[config.mk]
export PLATFORM = sky130hd
export DESIGN_NAME = seg_scan_decoder
export DESIGN_NICKNAME = d
export VERILOG_FILES = /design/src/rtl/seg_scan_decoder.sv
export SDC_FILE = /design/constraint.sdc
export NUM_CORES = 1
export LEC_CHECK = 0
export ABC_AREA = 0
export ABC_CLOCK_PERIOD_IN_PS = 3500
export BUFFER_PORTS_ARGS = -buffer_cell sky130_fd_sc_hd__buf_2
export CORE_MARGIN = 1.5
export CORE_UTILIZATION = 55
export DETAILED_ROUTE_END_ITERATION = 10
export PLACE_DENSITY = 0.74
export SETUP_SLACK_MARGIN = 0.3
export SYNTH_ARGS = -nofsm -noshare
export SYNTH_HDL_FRONTEND = slang
export SYNTH_SLANG_ARGS = --single-unit
[constraint.sdc]
create_clock -name clk -period 3.5 [get_ports clk]
set_input_delay 0.35 -clock clk [delete_from_list [all_inputs] [get_ports clk]]
set_output_delay 0.35 -clock clk [all_outputs]
set_load 0.05 [all_outputs]
[src/rtl/seg_scan_decoder.sv]
// Monitors a multiplexed 4-digit active-low seven-segment bus and recovers the
// displayed hex digits once each select/segment pattern has been stable long enough.
module seg_scan_decoder #(
  parameter int STABLE_CYCLES = 4,
  parameter int STALE_CYCLES  = 1000000
) (
  input  logic        clk,
  input  logic        rst_n,
  input  logic [3:0]  AN,
  input  logic [6:0]  d,
  output logic [15:0] digits,
  output logic [3:0]  digit_valid,
  output logic [3:0]  blank,
  output logic [3:0]  seg_err,
  output logic        frame_done
);

  localparam logic [1:0]  IDLE  = 2'd0;
  localparam logic [1:0]  TRACK = 2'd1;
  localparam logic [1:0]  HOLD  = 2'd2;

  localparam logic [7:0]  STABLE_MAX = 8'(STABLE_CYCLES);
  localparam logic [23:0] STALE_MAX  = 24'(STALE_CYCLES);
  localparam logic [23:0] STALE_LAST = 24'(STALE_CYCLES - 1);

  logic [3:0] an_reg;
  logic [6:0] d_reg;
  logic [1:0] state_reg, state_next;
  logic [3:0] ref_an_reg, ref_an_next;
  logic [6:0] ref_d_reg, ref_d_next;
  logic [7:0] cnt_reg, cnt_next;
  logic [3:0] mask_reg;
  logic       capture;
  logic       sel_legal;
  logic [1:0] sel_idx;
  logic       same;
  logic [3:0] dec_val;
  logic       dec_ok;
  logic       dec_blank;

  always_ff @(posedge clk or negedge rst_n) begin
    if (!rst_n) begin
      an_reg     <= 4'hF;
      d_reg      <= 7'h7F;
      state_reg  <= IDLE;
      ref_an_reg <= 4'hF;
      ref_d_reg  <= 7'h7F;
      cnt_reg    <= 8'd0;
    end else begin
      an_reg     <= AN;
      d_reg      <= d;
      state_reg  <= state_next;
      ref_an_reg <= ref_an_next;
      ref_d_reg  <= ref_d_next;
      cnt_reg    <= cnt_next;
    end
  end

  // Only a single active-low select identifies a digit; anything else is "no select".
  always_comb begin
    sel_legal = 1'b1;
    sel_idx   = 2'd0;
    case (an_reg)
      4'hE:    sel_idx = 2'd0;
      4'hD:    sel_idx = 2'd1;
      4'hB:    sel_idx = 2'd2;
      4'h7:    sel_idx = 2'd3;
      default: sel_legal = 1'b0;
    endcase
  end

  assign same = (an_reg == ref_an_reg) && (d_reg == ref_d_reg);

  always_comb begin
    dec_val   = 4'h0;
    dec_ok    = 1'b1;
    dec_blank = 1'b0;
    case (d_reg)
      7'h40: dec_val = 4'h0;
      7'h79: dec_val = 4'h1;
      7'h24: dec_val = 4'h2;
      7'h30: dec_val = 4'h3;
      7'h19: dec_val = 4'h4;
      7'h12: dec_val = 4'h5;
      7'h02: dec_val = 4'h6;
      7'h78: dec_val = 4'h7;
      7'h00: dec_val = 4'h8;
      7'h10: dec_val = 4'h9;
      7'h08: dec_val = 4'hA;
      7'h03: dec_val = 4'hB;
      7'h46: dec_val = 4'hC;
      7'h21: dec_val = 4'hD;
      7'h06: dec_val = 4'hE;
      7'h0E: dec_val = 4'hF;
      7'h7F: begin
        dec_ok    = 1'b0;
        dec_blank = 1'b1;
      end
      default: dec_ok = 1'b0;
    endcase
  end

  // Any legal sample that does not match the reference (or arrives from IDLE) restarts the count.
  always_comb begin
    state_next  = state_reg;
    ref_an_next = ref_an_reg;
    ref_d_next  = ref_d_reg;
    cnt_next    = cnt_reg;
    capture     = 1'b0;
    if (!sel_legal) begin
      state_next = IDLE;
    end else if ((state_reg == TRACK || state_reg == HOLD) && same) begin
      if (state_reg == TRACK) begin
        cnt_next = cnt_reg + 8'd1;
        if (cnt_next == STABLE_MAX) begin
          capture    = 1'b1;
          state_next = HOLD;
        end
      end
    end else begin
      ref_an_next = an_reg;
      ref_d_next  = d_reg;
      cnt_next    = 8'd1;
      if (STABLE_MAX == 8'd1) begin
        capture    = 1'b1;
        state_next = HOLD;
      end else begin
        state_next = TRACK;
      end
    end
  end

  // A full mask is visible for one cycle as frame_done while the fresh mask collects new captures.
  always_ff @(posedge clk or negedge rst_n) begin
    if (!rst_n) begin
      mask_reg <= 4'h0;
    end else begin
      mask_reg <= ((mask_reg == 4'hF) ? 4'h0 : mask_reg)
                | (capture ? (4'b0001 << sel_idx) : 4'h0);
    end
  end

  assign frame_done = (mask_reg == 4'hF);

  for (genvar gi = 0; gi < 4; gi++) begin : g_digit
    logic [3:0]  val_reg;
    logic        valid_reg;
    logic        blank_reg;
    logic        err_reg;
    logic [23:0] stale_reg;
    logic        cap;

    assign cap = capture && (sel_idx == 2'(gi));

    always_ff @(posedge clk or negedge rst_n) begin
      if (!rst_n) begin
        val_reg   <= 4'h0;
        valid_reg <= 1'b0;
        blank_reg <= 1'b0;
        err_reg   <= 1'b0;
        stale_reg <= 24'd0;
      end else if (cap) begin
        stale_reg <= 24'd0;
        valid_reg <= dec_ok;
        blank_reg <= dec_blank;
        err_reg   <= !dec_ok && !dec_blank;
        if (dec_ok) val_reg <= dec_val;
      end else begin
        if (stale_reg != STALE_MAX) stale_reg <= stale_reg + 24'd1;
        if (stale_reg >= STALE_LAST) valid_reg <= 1'b0;
      end
    end

    assign digits[4*gi +: 4] = val_reg;
    assign digit_valid[gi]   = valid_reg;
    assign blank[gi]         = blank_reg;
    assign seg_err[gi]       = err_reg;
  end

endmodule

==> flow_metrics.py, run 1 <==
metrics = {
    "synth": {
        "synth_cell_types": 58,
        "avgSynthCellArea_sq_um": 9.89,
        "seq_area_frac_synth": 0.492,
        "yosysTopAreaCellShare": 0.422,
        "yosys-top-cells-area": "dfrtp_1, dfstp_2, xor2_1",
        "synth_top_family_by_area": "simple AND/OR/NAND/NOR gates",
        "ys_seq_elements": 160,
        "synthArstFlopShare": 1.00,
        "yosys.area.top_type": "dfrtp_1",
        "muxShareOfSynthArea": 0.0351,
        "synth_xor_area_frac": 0.105,
        "syn_nets": 851,
        "synth_fa_ha_area_frac": 0.0153,
        "yosys_warnings": 0,
        "syn-cell-area_sq_um": 8190,
        "yosys.area_share.simple": 0.246,
        "synth-edff-count": 0,
        "synth_compound_area_frac": 0.0559,
        "yosys_most_used_dff": "dfrtp_1",
        "netlist_instances": 828,
    },
    "critical_path": {
        "crit_chain": "and3b_1 > a22oi_1 > o311ai_1 > nor4_4 > nor2b_1 > mux2_2",
        "rrSetupSlack_ns": 0.85,
        "crit_type": "flip-flop to flip-flop",
        "critPathTopFamily": "simple AND/OR/NAND/NOR gates",
        "cp.arrival_ns": 3.01,
        "path_buf_inv": 0,
        "crit_path_max_incr_delay_ns": 0.71,
        "required_ns": 3.86,
        "cp_slowest_cell": "nor4_4",
        "path_max_fanout": 18,
        "cp-end-kind": "flip-flop",
        "start_kind": "flip-flop",
    },
    "die": {
        "die_height_microns": 125,
        "start_util": 0.564,
        "std_cell_rows": 44,
        "die_w_microns": 125,
        "coreArea_sq_um": 14500,
        "dieArea_sq_um": 15600,
        "pin_count": 42,
    },
    "clock_network": {
        "clkTransAtPathRegs_ns": 0.06,
        "clock_latency_ns": 0.42,
        "cts_buffers": 17,
        "cts_root_buf": "clkbuf_16",
        "clock-sinks": 160,
        "cts-resized-gates": 0,
        "cts_tree": "done",
        "htree_levels": 4,
        "cts_setup_buffers": 0,
        "clock_path_buffers": 2,
    },
    "final_layout": {
        "n_antenna_cell": 0,
        "drive_above_1_share": 0.154,
        "final_nets": 879,
        "largest_reg_flops": 96,
        "instances_no_fill": 1053,
        "area_growth_pct": 9.59,
    },
    "pwr": {
        "swShare": 0.222,
        "clockPowerShare": 0.450,
        "p_sw_mw": 0.851,
        "share_comb_of_total_power": 0.041,
        "irDropWorstVdd_v": 0.000318,
        "power.density_nw_per_um2": 427,
        "p_leak_nw": 4.07,
        "p_int_mw": 2.99,
        "p_seq_frac": 0.509,
    },
    "timing": {
        "max_freq_ghz": 0.378,
        "finalSetupViolCount": 0,
        "hold_viol": 7,
        "holdWs_ns": -0.0185,
        "clock_skew_ns": 0.00937,
        "maxSlewViolCount": 0,
        "rsz0062_at_grt": "no",
        "tns_ns": 0,
        "setup_ws_ns": 0.851,
        "slew_headroom": 0.253,
        "worst_slew_pin_slew_ns": 1.11,
        "layout_min_cycle_time_ns": 2.65,
        "fin_crit_sh": 0.757,
    },
    "grt": {
        "grt.total_usage": 0.213,
        "antenna_found_initial": 0,
        "grt_first_pass_wirelength_microns": 27000,
        "grt_pass1_vias": 5416,
        "grt_max_degree": 93,
        "gr-total-overflow": 0,
    },
    "drt": {
        "wl_met1_microns": 7760,
        "drt-total-wl_microns": 15600,
        "vias_per_cell": 5.49,
        "routed.top_layer": "met4",
        "drc": 0,
        "wl_met2_microns": 7230,
        "dr.pass1.iters": 5,
        "post_drt_wl_per_cell_microns": 14.8,
        "routed-wl-met3_microns": 384,
        "drtIter0Drc": 361,
        "routed-via-count": 5780,
        "drt.antenna.violating_nets": 0,
    },
    "status": {
        "status": "finished with violations",
        "violations": "negative hold slack",
    },
    "job": {
        "maxCapViolations": 0,
    },
    "place": {
        "io_buffers": 41,
        "dpl.cell_count": 1018,
        "hpwl_microns": 10500,
        "dp_slack_ns": 0.894,
        "gp_congestion": 0.838,
    },
    "worst_hold_path": {
        "hp-class": "primary input to asynchronous set/reset pin",
    },
}
synthesized netlist by cell type (all sizes together) (4+ instances only):
cell / instances
nor4: 18
nor4b: 6
or2: 5
or3: 12
inv: 30
mux2: 19
nand2: 62
dfstp: 22
xnor2: 41
clkbuf: 5
and3: 21
nand3: 46
nor3: 25
mux2i: 7
or4: 4
xor2: 57
nor3b: 4
a21oi: 21
ha: 10
buf: 37
nand4: 24
nor2: 130
and4: 11
and2: 5
o21ai: 43
dfrtp: 138
through the flow:
step,util,instance area [sq um],total power [mW]
floorplan,-,8190,2.08
global placement,0.578,8400,2.14
detailed placement,0.578,8400,2.14
CTS,0.616,8950,3.87
global route,0.618,8980,3.99
finish,0.618,8980,3.84
layout make-up:
cell class                 instances  area [sq um]
inverter                          30           113
timing repair buffer              51           307
sequential                       160          4030
fill                            1217          5560
clock buffer                      22           464
multi-input combinational        596          3750
clock inverter                    10          87.6
tap                              184           230
kinds of logic (layout without fill, tap and decap cells):
family          Yosys count  in the layout
compound gates           81             81
xor+xnor                 98             98
fa+ha+maj                10             10
buf+inv                  72            113
flops                   160            160
mux                      26             26
simple gates            381            381
metal layers:
metal | GRT usage | up-vias
met1 | 0.307 | 2809
met5 | 0 | -
met2 | 0.324 | 68
met3 | 0.0484 | 13
li1 | - | 2890
met4 | 0.0642 | 0
cell usage in the layout (no fill, tap or decap), drive strengths merged, types with 3 or more instances in the layout:
| master | netlist | layout |
|---|---|---|
| clkbuf | 5 | 22 |
| mux2 | 19 | 19 |
| nand4 | 24 | 24 |
| and2 | 5 | 5 |
| nand3 | 46 | 46 |
| nor3 | 25 | 25 |
| and3 | 21 | 21 |
| o21ai | 43 | 43 |
| and4 | 11 | 11 |
| inv | 30 | 30 |
| nor4b | 6 | 6 |
| buf | 37 | 48 |
| xor2 | 57 | 57 |
| mux2i | 7 | 7 |
| xnor2 | 41 | 41 |
| dfrtp | 138 | 138 |
| dfstp | 22 | 22 |
| a21oi | 21 | 21 |
| nor2 | 130 | 130 |
| or4 | 4 | 4 |
| dlygate4sd3 | 0 | 3 |
| or2 | 5 | 5 |
| ha | 10 | 10 |
| nor4 | 18 | 18 |
| or3 | 12 | 12 |
| nor3b | 4 | 4 |
| nand2 | 62 | 62 |
| clkinv | 0 | 7 |
what timing repair did:
action | 4_1_cts | 5_1_grt
hold buffers | 0 | 3
setup endpoints to repair | 0 | 0
endpoints found under the hold margin | 0 | 3
power groups by stage:
stage | Combinational [mW] | Clock [mW] | Sequential, mW
detailed placement | 0.158 | 0 | 1.99
CTS | 0.158 | 1.76 | 1.95
floorplan | 0.113 | 0 | 1.96
global route | 0.179 | 1.85 | 1.96
global placement | 0.155 | 0 | 1.98
finish | 0.156 | 1.73 | 1.95
path summary, 6_finish.rpt:
check	from	endpoint	depth (start not counted)
max	d_reg[3]$_DFF_PN1_	g_digit[1].err_reg$_DFFE_PN0P_	6
min reg2reg	g_digit[0].blank_reg$_DFFE_PN0P_	g_digit[0].blank_reg$_DFFE_PN0P_	2
max reg2reg	d_reg[3]$_DFF_PN1_	g_digit[1].err_reg$_DFFE_PN0P_	6
max in group asynchronous	rst_n	an_reg[1]$_DFF_PN1_	2
min	rst_n	g_digit[0].stale_reg[9]$_DFFE_PN0P_	1
min in group clk	AN[2]	an_reg[2]$_DFF_PN1_	1
(Power assumes the default switching activity.)
==> run 2: changes to the inputs <==
--- a/config.mk
+++ b/config.mk
@@ -6,12 +6,12 @@
 export NUM_CORES = 1
 export LEC_CHECK = 0
 export ABC_AREA = 0
-export ABC_CLOCK_PERIOD_IN_PS = 3500
+export ABC_CLOCK_PERIOD_IN_PS = 2200
 export BUFFER_PORTS_ARGS = -buffer_cell sky130_fd_sc_hd__buf_2
 export CORE_MARGIN = 1.5
 export CORE_UTILIZATION = 55
 export DETAILED_ROUTE_END_ITERATION = 10
-export PLACE_DENSITY = 0.74
+export PLACE_DENSITY = 0.77
 export SETUP_SLACK_MARGIN = 0.3
 export SYNTH_ARGS = -nofsm -noshare
 export SYNTH_HDL_FRONTEND = slang
==> constraint.sdc (replaced) <==
create_clock -name clk -period 2.2 [get_ports clk]
set_input_delay 0.22 -clock clk [delete_from_list [all_inputs] [get_ports clk]]
set_output_delay 0.22 -clock clk [all_outputs]
set_load 0.05 [all_outputs]
==> run 2 against run 1 <==
Compared with the run above: the flow finishes with violations (negative setup slack); global-route usage increased by 4.7 points; critical path depth increased by 4; worst setup slack got worse by 0.99 ns; routed wire length increased by 55%; sequential power increased by 59%; clock skew increased by 0.0013 ns; clock power increased by 80%; final area increased by 25%; cell count increased by 9.4%; non-clock buffer count increased by 98.
==> flow_metrics.py, run 2 (synthesis results as in run 1) <==
metrics = {
    "status": {
        "status": "finished with violations",
        "violations": "negative setup slack",
    },
    "timing": {
        "layout_min_cycle_time_ns": 2.34,
        "hold_viol": 0,
        "maxSlewViolCount": 0,
        "worst_slew_pin_slew_ns": 0.761,
        "tns_ns": -0.627,
        "slew_headroom": 0.486,
        "rsz0062_at_grt": "yes",
        "finalSetupViolCount": 6,
        "fin_crit_sh": 1.07,
        "max_freq_ghz": 0.427,
        "holdWs_ns": 0.272,
        "setup_ws_ns": -0.144,
        "clock_skew_ns": 0.0106,
    },
    "final_layout": {
        "multi_input_area_sq_um": 4770,
        "area_growth_pct": 37.4,
        "layout_commonest_cell": "dfrtp_1",
        "mostFrequentLayoutCells": "dfrtp_1, nor2_4, nand2_1",
        "fillers": 789,
        "fin_area_sq_um": 11300,
        "instances_no_fill": 1152,
        "largest_reg_flops": 96,
        "drive_above_1_share": 0.396,
        "seqCellArea_sq_um": 4030,
        "final_nets": 978,
        "n_antenna_cell": 0,
    },
    "drt": {
        "drt-total-wl_microns": 24200,
        "dr.pass1.iters": 6,
        "vias_per_cell": 6.13,
        "drc": 0,
        "drt.antenna.violating_nets": 0,
        "drtIter0Drc": 716,
        "post_drt_wl_per_cell_microns": 21.0,
        "routed-via-count": 7059,
    },
    "critical_path": {
        "crit_type": "flip-flop to flip-flop",
        "required_ns": 2.52,
        "rrSetupSlack_ns": -0.14,
        "reg2reg_to": "g_digit[3].val_reg[1]$_DFFE_PN0P_",
        "cp-end-kind": "flip-flop",
        "reg2reg_depth": 10,
        "r2r-start": "d_reg[3]$_DFF_PN1_",
        "cp.arrival_ns": 2.67,
        "path_max_fanout": 8,
        "start_kind": "flip-flop",
    },
    "clock_network": {
        "clkTransAtPathRegs_ns": 0.06,
        "cts_tree": "done",
        "clock_path_buffers": 2,
        "clock_latency_ns": 0.44,
        "htree_levels": 4,
        "clock-sinks": 160,
        "cts_buffers": 17,
        "cts_root_buf": "clkbuf_16",
    },
    "worst_hold_path": {
        "hp-class": "primary input to asynchronous set/reset pin",
    },
    "grt": {
        "antenna_found_initial": 0,
        "grt_max_degree": 67,
        "grt.total_usage": 0.260,
        "gr-total-overflow": 0,
        "grt_pass1_vias": 6496,
        "met1_usage": 0.350,
        "grt_first_pass_wirelength_microns": 32600,
        "grt-busiest-layer": "met2",
        "gr-usage-met2": 0.420,
        "grtUsageMet3": 0.0518,
    },
    "die": {
        "std_cell_rows": 44,
        "coreArea_sq_um": 14500,
        "die_height_microns": 125,
        "pin_count": 42,
        "die_w_microns": 125,
        "dieArea_sq_um": 15600,
        "start_util": 0.564,
    },
    "place": {
        "hpwl_microns": 11300,
        "place_area_sq_um": 8810,
        "dp_slack_ns": 0.0552,
        "io_buffers": 41,
        "dpl.cell_count": 1053,
        "gp_congestion": 0.899,
    },
    "pwr": {
        "power.density_nw_per_um2": 594,
        "p_leak_nw": 4.75,
        "irDropWorstVdd_v": 0.000662,
    },
    "job": {
        "maxCapViolations": 0,
    },
}
## run 2: changes by cell type in the layout (fill, tap and decap cells not counted), sizes merged, moves of 2 or more
cell         previous run  this run
clkinv                  7         5
bufinv                  1         3
dlygate4sd3             3        12
buf                    48       131
inv                    30        34
## run 2: worst max path at each step
stage	start	endpoint	slack (ns)
after floorplan	state_reg[1]$_DFFE_PN0P_	g_digit[1].err_reg$_DFFE_PN0P_	0.07
after global placement	d_reg[4]$_DFF_PN1_	g_digit[1].err_reg$_DFFE_PN0P_	0.07
after detailed placement	d_reg[4]$_DFF_PN1_	g_digit[1].err_reg$_DFFE_PN0P_	0.06
after CTS	d_reg[4]$_DFF_PN1_	g_digit[1].err_reg$_DFFE_PN0P_	0.12
after global routing	d_reg[3]$_DFF_PN1_	g_digit[3].val_reg[1]$_DFFE_PN0P_	-0.21
final	d_reg[3]$_DFF_PN1_	g_digit[3].val_reg[1]$_DFFE_PN0P_	-0.14
## run 2: cell type report
cell class / instances / area share
multi-input cells: 597 / 0.423
flip-flops and latches: 160 / 0.358
repair buffers: 149 / 0.134
clock buffers: 17 / 0.0378
well taps: 184 / 0.0205
clock inverters: 15 / 0.0163
inverters: 30 / 0.0100
## run 2: stage by stage
stage	total power [mW]	util
after detailed placement	3.46	0.606
after global placement	3.45	0.606
after global routing	6.89	0.774
after floorplan	3.33	-
after CTS	6.59	0.704
final	6.69	0.774
## run 2: layer usage
layer / vias to the layer above / part of all wire
met3: 104 / 0.063
li1: 3108 / -
met1: 3521 / 0.39
met2: 326 / 0.49
met5: - / 0
met4: 0 / 0.052
## run 2: repair_timing
item,CTS,global route
buffers inserted,31,10
endpoints found under the hold margin,51,0
pin swaps,30,41
gates cloned,7,7
hold buffers,12,0
setup endpoints to repair,144,148
gates resized for setup,96,198
## run 2: report_power, final
| group | internal [mW] | switching (mW) |
|---|---|---|
| sequential | 3.04 | 0.0687 |
| clock | 1.80 | 1.32 |
| combinational | 0.219 | 0.239 |
## run 2: critical path: stages (launching register included)
cell and delay, ns:
dfstp_2 0.63, and3b_1 0.23, a22oi_2 0.22, buf_4 0.17
buf_4 0.11, buf_4 0.10, buf_4 0.09, nand2_1 0.10
a221oi_2 0.28, buf_4 0.22, o21ai_2 0.07
==> run 3: changes to the inputs <==
--- a/config.mk
+++ b/config.mk
@@ -8,9 +8,11 @@
 export ABC_AREA = 0
 export ABC_CLOCK_PERIOD_IN_PS = 2200
 export BUFFER_PORTS_ARGS = -buffer_cell sky130_fd_sc_hd__buf_2
-export CORE_MARGIN = 1.5
+export CORE_MARGIN = 8
 export CORE_UTILIZATION = 55
+export CTS_BUF_LIST = sky130_fd_sc_hd__clkbuf_8
 export DETAILED_ROUTE_END_ITERATION = 10
+export GPL_TIMING_DRIVEN = 1
 export PLACE_DENSITY = 0.77
 export SETUP_SLACK_MARGIN = 0.3
 export SYNTH_ARGS = -nofsm -noshare
==> run 3 against run 2 <==
Compared with the run above: the run now ends clean; sequential power about the same; flip-flop and latch count unchanged; register-to-register slack improved by 0.22 ns; critical path depth decreased by 1; critical path type unchanged; critical endpoint is now g_digit[3].val_reg[3]$_DFFE_PN0P_; largest cell class unchanged; largest power group is now registers; highest routed layer unchanged.
==> flow_metrics.py, run 3 (synthesis results as in run 1) <==
metrics = {
    "critical_path": {
        "path_max_fanout": 8,
        "r2r-start": "d_reg[3]$_DFF_PN1_",
        "critPathLaunch": "d_reg[3]$_DFF_PN1_",
        "start_kind": "flip-flop",
        "rrSetupSlack_ns": 0.08,
        "crit_end": "g_digit[3].val_reg[3]$_DFFE_PN0P_",
        "cp.arrival_ns": 2.46,
        "reg2reg_depth": 9,
        "required_ns": 2.54,
        "cp-end-kind": "flip-flop",
        "crit_type": "flip-flop to flip-flop",
        "reg2reg_to": "g_digit[3].val_reg[3]$_DFFE_PN0P_",
    },
    "drt": {
        "post_drt_wl_per_cell_microns": 15.9,
        "drt-total-wl_microns": 18000,
        "vias_per_cell": 5.56,
        "dr.pass1.iters": 5,
        "drt.antenna.violating_nets": 0,
        "drc": 0,
        "drtIter0Drc": 356,
        "routed-via-count": 6275,
    },
    "timing": {
        "holdWs_ns": 0.284,
        "clock_skew_ns": 0.0148,
        "slew_headroom": 0.555,
        "layout_min_cycle_time_ns": 2.12,
        "hold_viol": 0,
        "worst_slew_pin_slew_ns": 0.661,
        "max_freq_ghz": 0.471,
        "rsz0062_at_grt": "yes",
        "fin_crit_sh": 0.964,
        "maxSlewViolCount": 0,
        "finalSetupViolCount": 0,
    },
    "pwr": {
        "power.density_nw_per_um2": 556,
        "p_leak_nw": 4.38,
        "irDropWorstVdd_v": 0.000498,
        "p_total_mw": 5.47,
    },
    "die": {
        "coreArea_sq_um": 14500,
        "start_util": 0.564,
        "die_height_microns": 138,
        "std_cell_rows": 44,
        "die_w_microns": 138,
        "pin_count": 42,
        "dieArea_sq_um": 19100,
    },
    "worst_hold_path": {
        "hp-class": "primary input to asynchronous set/reset pin",
    },
    "clock_network": {
        "htree_levels": 4,
        "clkTransAtPathRegs_ns": 0.08,
        "cts_root_buf": "clkbuf_8",
        "clock_path_buffers": 2,
        "clock_latency_ns": 0.45,
        "cts_tree": "done",
        "clock-sinks": 160,
        "cts_buffers": 17,
    },
    "final_layout": {
        "layout_commonest_cell": "dfrtp_1",
        "instances_no_fill": 1128,
        "fin_area_sq_um": 9820,
        "area_growth_pct": 19.9,
        "drive_above_1_share": 0.264,
        "mostFrequentLayoutCells": "dfrtp_1, nor2_1, nand2_1",
        "final_nets": 955,
        "n_antenna_cell": 0,
        "largest_reg_flops": 96,
        "utilization": 0.676,
    },
    "place": {
        "hpwl_microns": 11600,
        "dpl.cell_count": 1049,
        "gp_congestion": 0.860,
        "io_buffers": 41,
        "place_area_sq_um": 8790,
    },
    "grt": {
        "grt_pass1_vias": 6202,
        "grt_max_degree": 53,
        "grt.total_usage": 0.188,
        "antenna_found_initial": 0,
        "grt_first_pass_wirelength_microns": 30200,
        "gr-total-overflow": 0,
    },
    "job": {
        "maxCapViolations": 0,
    },
    "status": {
        "status": "finished clean",
    },
}
==> run 3: cell types whose count changed in the layout (fill, tap and decap cells not counted), sizes merged <==
cell / change
clkbuf: -3
clkinv: +3
inv: -2
clkinvlp: -1
bufinv: -2
buf: -19
==> run 3: critical path, cell delays in order, from the launching register on <==
cell	delay, ns
dfstp_2	0.65
buf_6	0.13
nor3_1	0.05
mux2i_1	0.15
nor3_1	0.06
buf_4	0.14
nor4_4	0.29
buf_6	0.19
nor2_2	0.06
mux2_4	0.29
==> run 3: layer usage <==
| layer | wire [microns] | vias up | part of all wire | track usage |
|---|---|---|---|---|
| met5 | 0 | - | 0 | 0 |
| met4 | 227 | 0 | 0.013 | 0.0538 |
| met3 | 857 | 21 | 0.048 | 0.0432 |
| met2 | 8550 | 157 | 0.48 | 0.303 |
| met1 | 8340 | 3055 | 0.46 | 0.249 |
| li1 | - | 3042 | - | - |
==> run 3: area by class of cell <==
type | count | area, sq um
timing repair buffer | 126 | 1050
tap | 184 | 230
sequential | 160 | 4030
fill | 1085 | 4710
multi-input combinational | 597 | 4050
inverter | 30 | 113
clock inverter | 13 | 100
clock buffer | 18 | 248
==> run 3: worst min path at each step <==
stage | from | endpoint | slack, ns
2_1_floorplan | rst_n | cnt_reg[0]$_DFFE_PN0P_ | -0.08
3_3_place_gp | rst_n | g_digit[0].stale_reg[8]$_DFFE_PN0P_ | 0.21
3_5_place_dp | rst_n | g_digit[0].stale_reg[9]$_DFFE_PN0P_ | 0.21
4_1_cts | rst_n | g_digit[0].stale_reg[9]$_DFFE_PN0P_ | 0.29
5_1_grt | rst_n | g_digit[0].stale_reg[8]$_DFFE_PN0P_ | 0.33
6_report | rst_n | g_digit[0].stale_reg[8]$_DFFE_PN0P_ | 0.28
==> run 3: stage by stage <==
step,TNS (ns),setup slack (ns)
after floorplan,0,0.0713
after global placement,0,0.0572
after detailed placement,0,0.00356
after CTS,0,0.140
after global routing,-0.00622,-0.00622
final,0,0.0785
==> run 3: power breakdown <==
part,total (mW),internal [mW],switching [mW]
sequential,3.09,3.03,0.0586
clock,1.97,0.898,1.07
combinational,0.404,0.186,0.217
total,5.47,4.12,1.35
==> run 3: what timing repair did <==
item / 4_1_cts / 5_1_grt
hold endpoints to repair: 59 / 0
setup buffers: 25 / 6
resized for setup: 57 / 21
cloned: 3 / 2
hold buffers: 12 / 0
endpoints found under the setup margin: 143 / 148
pin swaps: 22 / 7
